===== src/rtl/imem_loader.sv =====
// Boot-time instruction memory loader: parses a 16-bit word-count header from a
// byte stream, packs big-endian 32-bit words and writes them, releasing the core when done.
module imem_loader #(
    parameter logic [31:0] BASE_ADDR = 32'h0000_0000,
    parameter int          MAX_WORDS = 256
) (
    input  logic        clk,
    input  logic        reset,
    input  logic        in_valid,
    input  logic [7:0]  in_data,
    output logic        in_ready,
    output logic        imem_we,
    output logic [31:0] imem_addr,
    output logic [31:0] imem_wdata,
    output logic        cpu_reset,
    output logic        done,
    output logic        err
);

    typedef enum logic [2:0] {
        HDR_HI = 3'd0,
        HDR_LO = 3'd1,
        DATA   = 3'd2,
        WRITE  = 3'd3,
        DONE   = 3'd4,
        ERR    = 3'd5
    } state_t;

    localparam logic [15:0] MAX_WORDS_L = 16'(MAX_WORDS);

    state_t      state_r;
    state_t      state_s;
    logic [7:0]  cnt_hi_r;
    logic [7:0]  cnt_hi_s;
    logic [15:0] remaining_r;
    logic [15:0] remaining_s;
    logic [31:0] addr_r;
    logic [31:0] addr_s;
    logic [31:0] word_r;
    logic [31:0] word_s;
    logic [1:0]  byte_idx_r;
    logic [1:0]  byte_idx_s;
    logic        in_ready_r;
    logic        imem_we_r;
    logic        cpu_reset_r;
    logic        done_r;
    logic        err_r;
    logic        xfer_s;
    logic [15:0] count_s;

    // in_ready_r mirrors the current state, so a transfer never depends on in_valid feedback
    assign xfer_s  = in_valid && in_ready_r;
    assign count_s = {cnt_hi_r, in_data};

    // Next-state and datapath update decode
    always_comb begin
        state_s     = state_r;
        cnt_hi_s    = cnt_hi_r;
        remaining_s = remaining_r;
        addr_s      = addr_r;
        word_s      = word_r;
        byte_idx_s  = byte_idx_r;
        case (state_r)
            HDR_HI: begin
                if (xfer_s) begin
                    cnt_hi_s = in_data;
                    state_s  = HDR_LO;
                end else begin
                    state_s  = HDR_HI;
                end
            end
            HDR_LO: begin
                if (xfer_s) begin
                    if (count_s == 16'd0) begin
                        state_s = DONE;
                    end else if (count_s > MAX_WORDS_L) begin
                        state_s = ERR;
                    end else begin
                        remaining_s = count_s;
                        addr_s      = BASE_ADDR;
                        byte_idx_s  = 2'd0;
                        state_s     = DATA;
                    end
                end else begin
                    state_s = HDR_LO;
                end
            end
            DATA: begin
                if (xfer_s) begin
                    word_s     = {word_r[23:0], in_data};
                    byte_idx_s = byte_idx_r + 2'd1;
                    if (byte_idx_r == 2'd3) begin
                        state_s = WRITE;
                    end else begin
                        state_s = DATA;
                    end
                end else begin
                    state_s = DATA;
                end
            end
            WRITE: begin
                addr_s      = addr_r + 32'd4;
                remaining_s = remaining_r - 16'd1;
                if (remaining_r == 16'd1) begin
                    state_s = DONE;
                end else begin
                    state_s = DATA;
                end
            end
            DONE: begin
                state_s = DONE;
            end
            ERR: begin
                state_s = ERR;
            end
            default: begin
                state_s = HDR_HI;
            end
        endcase
    end

    // State, datapath and output registers; outputs are decoded from the next state
    always_ff @(posedge clk) begin
        if (reset) begin
            state_r     <= HDR_HI;
            cnt_hi_r    <= 8'd0;
            remaining_r <= 16'd0;
            addr_r      <= BASE_ADDR;
            word_r      <= 32'd0;
            byte_idx_r  <= 2'd0;
            in_ready_r  <= 1'b1;
            imem_we_r   <= 1'b0;
            cpu_reset_r <= 1'b1;
            done_r      <= 1'b0;
            err_r       <= 1'b0;
        end else begin
            state_r     <= state_s;
            cnt_hi_r    <= cnt_hi_s;
            remaining_r <= remaining_s;
            addr_r      <= addr_s;
            word_r      <= word_s;
            byte_idx_r  <= byte_idx_s;
            in_ready_r  <= (state_s == HDR_HI) || (state_s == HDR_LO) || (state_s == DATA);
            imem_we_r   <= (state_s == WRITE);
            cpu_reset_r <= (state_s != DONE);
            done_r      <= (state_s == DONE);
            err_r       <= (state_s == ERR);
        end
    end

    assign in_ready   = in_ready_r;
    assign imem_we    = imem_we_r;
    assign imem_addr  = addr_r;
    assign imem_wdata = word_r;
    assign cpu_reset  = cpu_reset_r;
    assign done       = done_r;
    assign err        = err_r;

endmodule


===== config.mk =====
export PLATFORM = sky130hd
export DESIGN_NAME = imem_loader
export DESIGN_NICKNAME = d
export VERILOG_FILES = /design/src/rtl/imem_loader.sv
export SDC_FILE = /design/constraint.sdc
export NUM_CORES = 1
export LEC_CHECK = 0
export BUFFER_PORTS_ARGS = -buffer_cell sky130_fd_sc_hd__buf_2
export CAP_MARGIN = 15
export CORE_MARGIN = 2
export CORE_UTILIZATION = 55
export DETAILED_ROUTE_END_ITERATION = 8
export PLACE_DENSITY = 0.79
export SYNTH_ARGS = -nofsm -noshare
export SYNTH_HDL_FRONTEND = slang
export SYNTH_SLANG_ARGS = --single-unit
export TNS_END_PERCENT = 100

===== constraint.sdc =====
create_clock -name clk -period 2.36 [get_ports clk]
set_input_delay 0.354 -clock clk [delete_from_list [all_inputs] [get_ports clk]]
set_output_delay 0.354 -clock clk [all_outputs]
set_load 0.02 [all_outputs]

Word-level counts from Yosys, hierarchy flattened
Index checks and enable logic that the tools add are counted.
{"block": "op_classes", "add_sub_neg": 3, "order_cmp": 1, "muxes": 21, "n_reduce_logical": 12, "eq_ne": 17}
{"cell": "two-way mux 32 bit", "n": 3}
{"cell": "one-hot mux 32 bit (2 select lines)", "n": 1}
{"cell": "two-way mux 16 bit", "n": 3}
{"cell": "adder 32 x 3 -> 32 bit (second input constant)", "n": 1}
{"cell": "one-hot mux 16 bit (2 select lines)", "n": 1}
{"cell": "one-hot mux 3 bit (6 select lines)", "n": 1}
{"cell": "equality test 16 x 1 -> 1 bit (second input constant)", "n": 1}
{"cell": "greater-than comparator 16 x 9 -> 1 bit (second input constant)", "n": 1}
{"cell": "zero test 16 bit", "n": 1}
{"cell": "subtractor 16 x 1 -> 16 bit (second input constant)", "n": 1}
{"cell": "two-way mux 3 bit", "n": 5}
{"cell": "equality test 3 x 2 -> 1 bit (second input constant)", "n": 4}
{"cell": "equality test 3 bit (second input constant)", "n": 4}
{"cell": "two-way mux 2 bit", "n": 4}
{"cell": "!= test 2 bit (second input constant)", "n": 4}
{"cell": "equality test 3 x 1 -> 1 bit (second input constant)", "n": 2}
{"cell": "zero test 3 bit", "n": 2}
{"cell": "AND reduction 5 bit", "n": 1}
{"cell": "one-hot mux 2 bit (2 select lines)", "n": 1}
{"cell": "AND reduction 2 bit", "n": 2}
{"cell": "AND reduction 4 bit", "n": 1}
{"cell": "nonzero test 2 bit", "n": 2}
{"cell": "!= test 3 bit (second input constant)", "n": 1}
{"cell": "adder 2 x 1 -> 2 bit (second input constant)", "n": 1}
{"cell": "4 further kinds", "n": 6}
{"block": "totals", "regBits": 98, "output_inout_bits": 69, "input_bits": 11}

Longest topological paths before layout
{"block": "depth", "word_depth": 8, "ltp_mapped": 8, "depth_no_buf": 6}

Worst setup path before layout
Ideal clock, no wire load.
{"block": "synth_timing", "path_type": "reg-to-reg", "startpoint": "register addr_r[9], in the netlist imem_addr[9]", "endpoint": "register addr_r[31], in the netlist imem_addr[31]", "synth_period_minus_slack_ns": 2.066, "n_path_buf": 0, "t_arrival_ns": 1.994, "required_ns": 2.288, "setup_slack_ns": 0.294, "path_stages_with_launch": 6, "setup_time_ns": 0.072, "path_cell_list": "dfxtp_1 -> nand4_1 -> nor4_1 -> nand2_1 -> a211oi_1 -> mux2i_1"}
{"block": "synth_between", "elab_chain_len": 2}
{"element": "start, declared", "line": "37", "rtl": "logic [31:0] addr_r;"}
{"element": "start signal, assigned", "line": "140", "rtl": "addr_r <= addr_s;"}
{"element": "adder 32 x 3 -> 32 bit", "line": "102", "rtl": "addr_s = addr_r + 32'd4;"}
{"element": "one-hot mux 32 bit (2 select lines)", "line": "63", "rtl": "case (state_r)"}
No other way between the ends.
A chain may end at the register's enable or synchronous reset.

Final worst setup path
{"block": "layout_timing", "startpoint": "register cnt_hi_r[3]", "endpoint": "register remaining_r[8]"}
{"block": "layout_between", "elab_chain_len": 3, "word_cells_on_any_way": 5}
{"element": "start, declared", "line": "33", "rtl": "logic [7:0] cnt_hi_r;"}
{"element": "start signal, assigned", "line": "138", "rtl": "cnt_hi_r <= cnt_hi_s;"}
{"element": "greater-than comparator 16 x 9 -> 1 bit or zero test 16 bit (tied branches)", "line": "76, 74"}
{"element": "!= test 2 bit (no source line)"}
{"element": "AND reduction 4 bit (no source line) *"}
{"element": "end signal, assigned", "line": "139", "rtl": "remaining_r <= remaining_s;"}
{"element": "end, declared", "line": "35", "rtl": "logic [15:0] remaining_r;"}
Mark *: on every way between the ends. The rest lies on a longest branch, timed or not.

==> metrics.md <==
| Metric | Value |
|---|---|
| Status | finished, final reports clean |
| Top-count cell post-synth | nand2_1 |
| Die H | between 90 and 100 um |
| Period utilization | 95.9% |
| Die W | 93.4 um |
| Largest net degree at the start of global routing | 47 |
| Setup TNS | 0 ns |
| WL per Instance | about 14 um |
| Post-synthesis cell area | around 4400 um2 |
| TritonCTS Sinks | 96 |
| Sequential share of the synthesized area | 43.7% |
| WL final | about 10 mm |
| FF-to-FF End | remaining_r[8]$_SDFFE_PP0P_ |
| Top FF cell, synth | dfxtp_1 |
| R2R Setup Slk | about 0.098 ns |
| Post-CTS sizing | 0 |
| Max Clock Skew | around 0.013 ns |
| Initial antenna violation count | 0 |
| Final setup vio count | 0 |
| Ys Warns | 0 |
| CP Launch Point | cnt_hi_r[3]$_SDFFE_PP0P_ |
| Number of synthesized register bits | 96 |
| Syn Inst Count | around 520 |
| CTS tree | yes |
| # port buffers | 77 |
| Slew headroom | ~53% |
| Clock Tree Buf Depth | 2 |
| Synth cell count leaders | nand2_1, dfxtp_1, a21oi_1 |
| Synth Area in Simple Gates | 25.7% |
| Io pins | 80 |
| EDFF count, synth | 0 |
| Startpoint class of the critical path | register |
| Syn-to-layout area delta | 17.5% |
| Mean Syn Cell Area | about 8.5 um2 |
| Slew Viols, Final | 0 |
| Dpl hpwl | roughly 7.3 mm |
| Core area | 7730 um2 |
| Area leader, netlist | dfxtp_1 |
| PwrDens | roughly 640 nW/um2 |
| Worst EP arrival | between 2 and 3 ns |
| Post-synth top area share | 43.7% |
| Setup Fix Bufs, Post-CTS | 0 |
| Asr flop ratio synth | 0% |
| Largest family of logic cells by synthesized area | simple AND/OR/NAND/NOR gates |
| CTS buffer count | 9 |
| Drt first pass iters | 5 |
| Via count | approximately 4000 |
| Final hold vios | 0 |
| Vias per cell | about 5.7 |
| Die area | ~8700 um2 |
| Antenna cell count | 0 |
| Type of the worst min-delay path | in -> reg |
| First-pass GRT wire length | around 17 mm |
| FILL cells | 649 |
| Row cnt | 32 |
| Critical path endpoint | remaining_r[8]$_SDFFE_PP0P_ |
| Post-DRT Antenna Nets | 0 |
| Worst vdd ir | ~0.29 mV |
| Worst R2R Start | cnt_hi_r[3]$_SDFFE_PP0P_ |
| Setup CP Type | reg -> reg |
| Gpl congestion | 0.828 |
| Root buf cell | clkbuf_8 |
| Nets@finish | ~600 |
| Worst Path Required | approximately 2.6 ns |
| Lkg Pwr | between 2 and 2.5 nW |
| Mux cell area share after synthesis | under 10% |
| Clk slew on worst S/H paths | 0.10 ns |
| Reg2Reg Depth | 7 |
| Hold_buf cts | 0 |
| 1st-iter DRT viols | approximately 220 |
| Fin crit period | between 2 and 2.5 ns |
| Gr usage total | a little under a quarter |
| Post-synthesis xor/xnor area fraction | under 10% |
| Worst-Skew Late Latency | 0.36 ns |
| Vias in the first global route | roughly 3600 |
| Synth Area in Adders | 1.14% |
| Unrepaired setup endpoints after global routing | yes |
| Final WS setup | between 0.09 and 0.1 ns |
| Layout cell share with drive strength beyond 1 | around 22% |
| Synth Area in Compound Gates | 16.0% |
| Overflow after GRT | 0 |
| Top cells by area in the synthesized netlist | dfxtp_1, nand2_1, mux2i_1 |
| Worst-path fanout max | 11 |
| H-Tree Depth | 3 |
| Initial core utilization | 56.9% |
| CP Capture Type | register |
| Dpl ws | ~0.0064 ns |
| Max-Cap Viols | 0 |
| Worst-Margin Slew | just over 0.7 ns |
| DRC violations left | 0 |
| Synth unique cells | a little over 50 |
| Fmax | 0.442 GHz |
==> cells by family after synthesis <==
kind of cell	Yosys count
AO/OA/AOI/OAI	102
XOR/XNOR	7
adder cells (fa/ha/maj)	4
buffers and inverters	43
flip-flops	96
multiplexers	33
other	1
AND/OR/NAND/NOR	229
==> placed cells by master (no fill, tap or decap), types with 3 or more instances in the layout <==
cell type / instances
a21oi_1: 48
ha_1: 4
a31oi_1: 6
o211ai_1: 3
buf_2: 77
or3_1: 4
nand2_1: 104
buf_4: 25
or2b_1: 5
o2111ai_1: 14
xor2_1: 3
inv_1: 9
mux2i_1: 33
nor3_1: 12
clkbuf_8: 9
a211oi_1: 5
xnor2_1: 4
a2111oi_2: 6
nand4_1: 12
and3_1: 6
nor2_1: 28
nor4_1: 7
o21ai_0: 6
and2_1: 3
nand2b_1: 21
or4_1: 3
nand3_1: 11
dfxtp_1: 96
==> registers in the layout (all words and copies together) (netlist names) <==
signal,count
cpu_reset,1
remaining_r,16
in_ready,1
imem_wdata,32
imem_addr,30
state_r,3
cnt_hi_r,8
done,1
imem_we,1
byte_idx_r,2
err,1
==> per-layer routing <==
layer  up-vias  GRT usage (%)  part of all wire (%)
met2       115           39.6                    49
met3        14           4.03                   4.9
met5         -              0                     0
li1       1996              -                     -
met1      1905           30.2                    45
met4         0           8.46                   1.5
==> how the worst min path moves through the flow <==
stage,slack (ns),start,end,cells after the start
floorplan,0.43,remaining_r[14]$_SDFFE_PP0P_,remaining_r[14]$_SDFFE_PP0P_,1
global placement,0.44,imem_wdata[25]$_SDFFE_PP0P_,imem_wdata[25]$_SDFFE_PP0P_,2
detailed placement,0.46,imem_wdata[25]$_SDFFE_PP0P_,imem_wdata[25]$_SDFFE_PP0P_,2
CTS,0.24,in_data[5],imem_wdata[5]$_SDFFE_PP0P_,3
global route,0.26,in_data[6],imem_wdata[6]$_SDFFE_PP0P_,3
finish,0.25,in_data[5],imem_wdata[5]$_SDFFE_PP0P_,3
==> worst max-delay path: stages, from the launching register on <==
cell and delay, ns:
dfxtp_1 0.33, or4_4 0.54, nor4_4 0.22, buf_4 0.20, and4_1 0.23, buf_4 0.21, nor3_1 0.08, a2111oi_2 0.32
==> stage by stage <==
step / cell area [um2] / hold WS (ns) / util [%] / cells / total power [mW]
2_1_floorplan: 4400 / 0.426 / - / 516 / 2.16
5_1_grt: 5170 / 0.260 / 66.9 / 703 / 3.47
6_report: 5170 / 0.253 / 66.9 / 703 / 3.32
3_3_place_gp: 4980 / 0.438 / 64.5 / 687 / 2.31
4_1_cts: 5170 / 0.242 / 66.9 / 703 / 3.33
3_5_place_dp: 4980 / 0.455 / 64.5 / 687 / 2.32
==> power by group <==
group / internal [mW] / leakage, nW / total (mW) / switching [mW]
clock: 0.406 / 0.0940 / 1.02 / 0.618
sequential: 1.68 / 0.776 / 1.75 / 0.0632
combinational: 0.218 / 1.29 / 0.547 / 0.329
total: 2.31 / 2.16 / 3.32 / 1.01
==> area by class of cell <==
class / instances / area, um2 / share of cell area [%]
multi-input combinational: 377 / 2310 / 44.7
timing repair buffer: 103 / 593 / 11.5
sequential: 96 / 1920 / 37.2
clock buffer: 9 / 124 / 2.39
tap: 102 / 128 / 2.47
inverter: 9 / 33.8 / 0.653
clock inverter: 7 / 61.3 / 1.19
(Power assumes the default switching activity.)
